### src/rtl/alu_rs.sv
// rtl/alu_rs.sv - reservation station feeding the ALU
// Purpose: holds up to 2**RS_WIDTH decoded ALU/branch ops, captures missing
//          operands from the ALU and LSB result buses, and dispatches the
//          lowest-index ready op each cycle on registered outputs.
// Ports:
//   clk_in, rst_in (async, active-low), rdy_in (global stall when low)
//   clear_signal                - flush all entries
//   issue_*                     - op offered by the issue stage
//   rs_full                     - all entries busy (combinational)
//   alu_done/value/tag          - ALU result broadcast
//   lsb_done/value/tag          - LSB result broadcast
//   cal_signal/opcode/lhs/rhs/tag - dispatch to the ALU
module alu_rs #(
    parameter int ROB_WIDTH = 4,
    parameter int RS_WIDTH  = 3
) (
    input  logic                 clk_in,
    input  logic                 rst_in,
    input  logic                 rdy_in,
    input  logic                 clear_signal,
    input  logic                 issue_valid,
    input  logic [3:0]           issue_opcode,
    input  logic                 issue_qj_busy,
    input  logic [31:0]          issue_vj,
    input  logic [ROB_WIDTH-1:0] issue_qj,
    input  logic                 issue_qk_busy,
    input  logic [31:0]          issue_vk,
    input  logic [ROB_WIDTH-1:0] issue_qk,
    input  logic [ROB_WIDTH-1:0] issue_tag,
    output logic                 rs_full,
    input  logic                 alu_done,
    input  logic [31:0]          alu_value,
    input  logic [ROB_WIDTH-1:0] alu_tag,
    input  logic                 lsb_done,
    input  logic [31:0]          lsb_value,
    input  logic [ROB_WIDTH-1:0] lsb_tag,
    output logic                 cal_signal,
    output logic [3:0]           opcode,
    output logic [31:0]          lhs,
    output logic [31:0]          rhs,
    output logic [ROB_WIDTH-1:0] tag
);

    localparam int RS_SIZE = 1 << RS_WIDTH;

    logic [RS_SIZE-1:0]   busy;
    logic [RS_SIZE-1:0]   qj_busy;
    logic [RS_SIZE-1:0]   qk_busy;
    logic [3:0]           op   [RS_SIZE];
    logic [31:0]          vj   [RS_SIZE];
    logic [31:0]          vk   [RS_SIZE];
    logic [ROB_WIDTH-1:0] qj   [RS_SIZE];
    logic [ROB_WIDTH-1:0] qk   [RS_SIZE];
    logic [ROB_WIDTH-1:0] dest [RS_SIZE];

    logic [RS_SIZE-1:0]  ready;
    logic [RS_WIDTH-1:0] free_idx;
    logic [RS_WIDTH-1:0] disp_idx;
    logic                disp_any;

    // Issue-time operand resolution, including same-cycle bypass from the
    // result buses (ALU wins when both buses carry the wanted tag).
    logic        new_qj_busy;
    logic        new_qk_busy;
    logic [31:0] new_vj;
    logic [31:0] new_vk;

    assign rs_full = &busy;
    assign ready   = busy & ~qj_busy & ~qk_busy;
    assign disp_any = |ready;

    // Lowest-index free and ready entries; descending scan so the last hit
    // (the lowest index) is the one kept.
    always_comb begin
        free_idx = '0;
        disp_idx = '0;
        for (int i = RS_SIZE - 1; i >= 0; i--) begin
            if (!busy[i]) free_idx = i[RS_WIDTH-1:0];
            if (ready[i]) disp_idx = i[RS_WIDTH-1:0];
        end
    end

    always_comb begin
        new_qj_busy = issue_qj_busy;
        new_vj      = issue_vj;
        if (issue_qj_busy) begin
            if (alu_done && alu_tag == issue_qj) begin
                new_qj_busy = 1'b0;
                new_vj      = alu_value;
            end else if (lsb_done && lsb_tag == issue_qj) begin
                new_qj_busy = 1'b0;
                new_vj      = lsb_value;
            end
        end
        new_qk_busy = issue_qk_busy;
        new_vk      = issue_vk;
        if (issue_qk_busy) begin
            if (alu_done && alu_tag == issue_qk) begin
                new_qk_busy = 1'b0;
                new_vk      = alu_value;
            end else if (lsb_done && lsb_tag == issue_qk) begin
                new_qk_busy = 1'b0;
                new_vk      = lsb_value;
            end
        end
    end

    always_ff @(posedge clk_in or negedge rst_in) begin
        if (!rst_in) begin
            busy       <= '0;
            qj_busy    <= '0;
            qk_busy    <= '0;
            cal_signal <= 1'b0;
            opcode     <= '0;
            lhs        <= '0;
            rhs        <= '0;
            tag        <= '0;
            for (int i = 0; i < RS_SIZE; i++) begin
                op[i]   <= '0;
                vj[i]   <= '0;
                vk[i]   <= '0;
                qj[i]   <= '0;
                qk[i]   <= '0;
                dest[i] <= '0;
            end
        end else if (rdy_in) begin
            if (clear_signal) begin
                busy       <= '0;
                cal_signal <= 1'b0;
            end else begin
                // Wakeup: a free slot may also match, but its fields are
                // either don't-care or overwritten by the issue below.
                for (int i = 0; i < RS_SIZE; i++) begin
                    if (qj_busy[i]) begin
                        if (alu_done && alu_tag == qj[i]) begin
                            qj_busy[i] <= 1'b0;
                            vj[i]      <= alu_value;
                        end else if (lsb_done && lsb_tag == qj[i]) begin
                            qj_busy[i] <= 1'b0;
                            vj[i]      <= lsb_value;
                        end
                    end
                    if (qk_busy[i]) begin
                        if (alu_done && alu_tag == qk[i]) begin
                            qk_busy[i] <= 1'b0;
                            vk[i]      <= alu_value;
                        end else if (lsb_done && lsb_tag == qk[i]) begin
                            qk_busy[i] <= 1'b0;
                            vk[i]      <= lsb_value;
                        end
                    end
                end

                if (disp_any) begin
                    cal_signal     <= 1'b1;
                    opcode         <= op[disp_idx];
                    lhs            <= vj[disp_idx];
                    rhs            <= vk[disp_idx];
                    tag            <= dest[disp_idx];
                    busy[disp_idx] <= 1'b0;
                end else begin
                    cal_signal <= 1'b0;
                end

                // free_idx is never the dispatched entry (that one is busy),
                // so a slot freed this edge is only reusable next cycle.
                if (issue_valid && !rs_full) begin
                    busy[free_idx]    <= 1'b1;
                    op[free_idx]      <= issue_opcode;
                    qj_busy[free_idx] <= new_qj_busy;
                    qk_busy[free_idx] <= new_qk_busy;
                    vj[free_idx]      <= new_vj;
                    vk[free_idx]      <= new_vk;
                    qj[free_idx]      <= issue_qj;
                    qk[free_idx]      <= issue_qk;
                    dest[free_idx]    <= issue_tag;
                end
            end
        end
    end

endmodule

### config.mk
export PLATFORM = sky130hd
export DESIGN_NAME = alu_rs
export DESIGN_NICKNAME = d
export VERILOG_FILES = /design/src/rtl/alu_rs.sv
export SDC_FILE = /design/constraint.sdc
export NUM_CORES = 2
export LEC_CHECK = 0
export ABC_CLOCK_PERIOD_IN_PS = 5000
export CAP_MARGIN = 20
export CELL_PAD_IN_SITES_DETAIL_PLACEMENT = 1
export CELL_PAD_IN_SITES_GLOBAL_PLACEMENT = 1
export CORE_MARGIN = 2
export CORE_UTILIZATION = 50
export CTS_BUF_LIST = sky130_fd_sc_hd__clkbuf_8
export DETAILED_ROUTE_END_ITERATION = 16
export PLACE_DENSITY_LB_ADDON = 0.05
export SLEW_MARGIN = 20
export SYNTH_ARGS = -nofsm -noshare
export SYNTH_HDL_FRONTEND = slang
export SYNTH_SLANG_ARGS = --single-unit
### constraint.sdc
create_clock -name clk_in -period 5 [get_ports clk_in]
set_input_delay 1 -clock clk_in [delete_from_list [all_inputs] [get_ports clk_in]]
set_output_delay 1 -clock clk_in [all_outputs]
set_load 0.05 [all_outputs]
==> metrics.yaml <==
area_growth_pct: 14.2
postPlaceCellArea_um2: 51000
dp.cells: 6542
clk_pin_slew_ns: 0.06
die_w_um: 311
yosysTopAreaCellShare: 0.392
fin_area_um2: 53700
routabilityCongestion: 0.951
grt_overflow_total: 0
regArea_um2: 18400
dieHeight_um: 311
first_global_vias: 53900
grt_start_max_net_pins: 155
fin_ws_ns: 0.762
wirelength_um: 255000
ys_top_cells_by_count: "dfrtp_1 (737), nand2_1 (636), clkbuf_1 (478), nor2_1 (391), inv_1 (294)"
path_class: "reg2out"
cp-end-kind: "output pin"
max-slew-margin-rel: 0.185
yosys_warnings: 0
yosys.area.top_type: "dfrtp_1"
grt_pass1_wl_um: 369000
rsz0062_at_grt: "no"
ctsResizeCount: 0
port_buffers: 234
p_per_area_nw_per_um2: 453
routed_via_density: 7.76
num-fill-cells: 10800
cp.arrival_ns: 3.24
grt_use_total: 0.515
rr_worst_depth: 6
post-place-ws_ns: 0.779
finalCriticalPeriod_ns: 4.24
slew_viol_final: 0
r2r-start: "qk_busy[2]"
cp-start-kind: "flip-flop"
antenna_found_initial: 13
synth_seq_cells: 737
final-instance-count-excl-fill: 6796
cts_tree: "built"
async_flop_share: 1.00
synthCells: 5476
htree_levels: 4
final.setup.tns_ns: 0
worstMarginPinSlew_ns: 1.22
setup_viol: 0
ios: 235
cts_buffers: 140
dieArea_um2: 96600
yosysMostFrequentCell: "dfrtp_1"
dp_hpwl_um: 146000
vias: 52700
coreArea_um2: 93300
fmax_mhz: 236
drtAntennaViolNets: 0
start_util: 0.504
p_total_mw: 24.3
p_leak_nw: 23.2
vdd_drop_max_mv: 0.419
synth_edf_count: 0
ys_seq_area_frac: 0.392
cts_root_buf: "clkbuf_8"
wire_per_inst_um: 37.5
cp.required_ns: 4.00
drtPass1Iterations: 8
drive_gt1_frac: 0.115
cts.sinks: 737
ys.flop_type: "dfrtp_1"
hold_viol: 0
r2r_slack_ns: 1.23
syn_area_um2: 47100
syn_nets: 5637
rows: 112
status: "finished, final reports clean"
clock_latency_ns: 0.90
synthTopCellsByArea: "dfrtp_1 (39%), nand2_1 (5.1%), o221ai_1 (4.3%), clkbuf_1 (3.8%), a221oi_1 (3.2%)"
drc: 0
finClkSkew_ns: 0.0363
nets: 5591
clock_path_buffers: 3
postCtsSetupBuffers: 0
maxCapViolCount: 0
min_period_over_period: 0.848
synth_cell_types: 84
worstHoldPathType: "in2async"
cp_max_fo: 9
syn_avg_cell_area_um2: 8.59
drtIter0Drc: 7935
multi_input_area_um2: 25200
r2r-end: "lhs[28]"
cts_hold_buf: 0
per-stage QoR:
step	hold slack [ns]	utilization
2_1_floorplan	0.437	-
3_3_place_gp	0.454	0.546
3_5_place_dp	0.461	0.546
4_1_cts	0.172	0.575
5_1_grt	0.199	0.576
6_report	0.155	0.576
kinds of logic after synthesis:
| group | Yosys count | share of synthesized area |
|---|---|---|
| AOI/OAI and AO/OA | 1898 | 0.305 |
| xor gates and xnor gates | 138 | 0.0257 |
| buffers and inverters | 960 | 0.0817 |
| DFF | 737 | 0.392 |
| muxes | 239 | 0.0546 |
| and+or+nand+nor | 1504 | 0.141 |
registers in the layout (all words and copies together) (netlist names), 32 cells and up:
register,count
lhs,32
op,32
vk,256
rhs,32
qj,32
vj,256
qk,32
dest,32
routing by layer:
layer	part of all wire	global-route usage
met2	0.41	0.743
met5	0.00043	0.00741
met1	0.35	0.621
met4	0.094	0.392
met3	0.15	0.194
cell usage in the layout, fill, tap and decap left out, types with 134 or more instances in the layout:
| cell type | Yosys | layout |
|---|---|---|
| a31oi_1 | 134 | 134 |
| a21oi_1 | 257 | 255 |
| clkdlybuf4s50_1 | 0 | 232 |
| nor3_1 | 189 | 189 |
| nand2_1 | 636 | 630 |
| o221ai_1 | 232 | 232 |
| a221oi_1 | 170 | 170 |
| clkbuf_8 | 0 | 179 |
| dfrtp_1 | 737 | 737 |
| inv_1 | 294 | 342 |
| o21ai_1 | 165 | 154 |
| nor2_1 | 391 | 379 |
| buf_4 | 18 | 205 |
| o22ai_1 | 192 | 192 |
how the worst max path moves through the flow:
stage	from	endpoint
3_3_place_gp	alu_tag[1]	vj[145]
6_report	busy[2]	rs_full
3_5_place_dp	lsb_tag[2]	vk[75]
4_1_cts	busy[2]	rs_full
5_1_grt	busy[2]	rs_full
2_1_floorplan	lsb_tag[1]	vj[248]
critical path: stages (launching register included):
cell and delay (ns):
dfrtp_1 0.56, nand2_1 0.18, nor3_1 0.66, clkdlybuf4s50_1 0.94
cell type report:
| type | instances | area share |
|---|---|---|
| Clock buffer | 179 | 0.0458 |
| Tap cell | 1254 | 0.0292 |
| Multi-Input combinational cell | 3779 | 0.469 |
| Antenna cell | 12 | 0.000559 |
| Inverter | 296 | 0.0207 |
| Timing Repair Buffer | 476 | 0.0860 |
| Clock inverter | 63 | 0.00505 |
| Sequential cell | 737 | 0.343 |
report_power, final:
part | total [mW] | leakage (nW) | switching [mW] | internal, mW
combinational | 9.43 | 13.2 | 6.28 | 3.15
sequential | 8.81 | 8.48 | 1.32 | 7.49
clock | 6.08 | 1.58 | 2.90 | 3.18
Note: power is estimated with default switching activity, not from simulation.
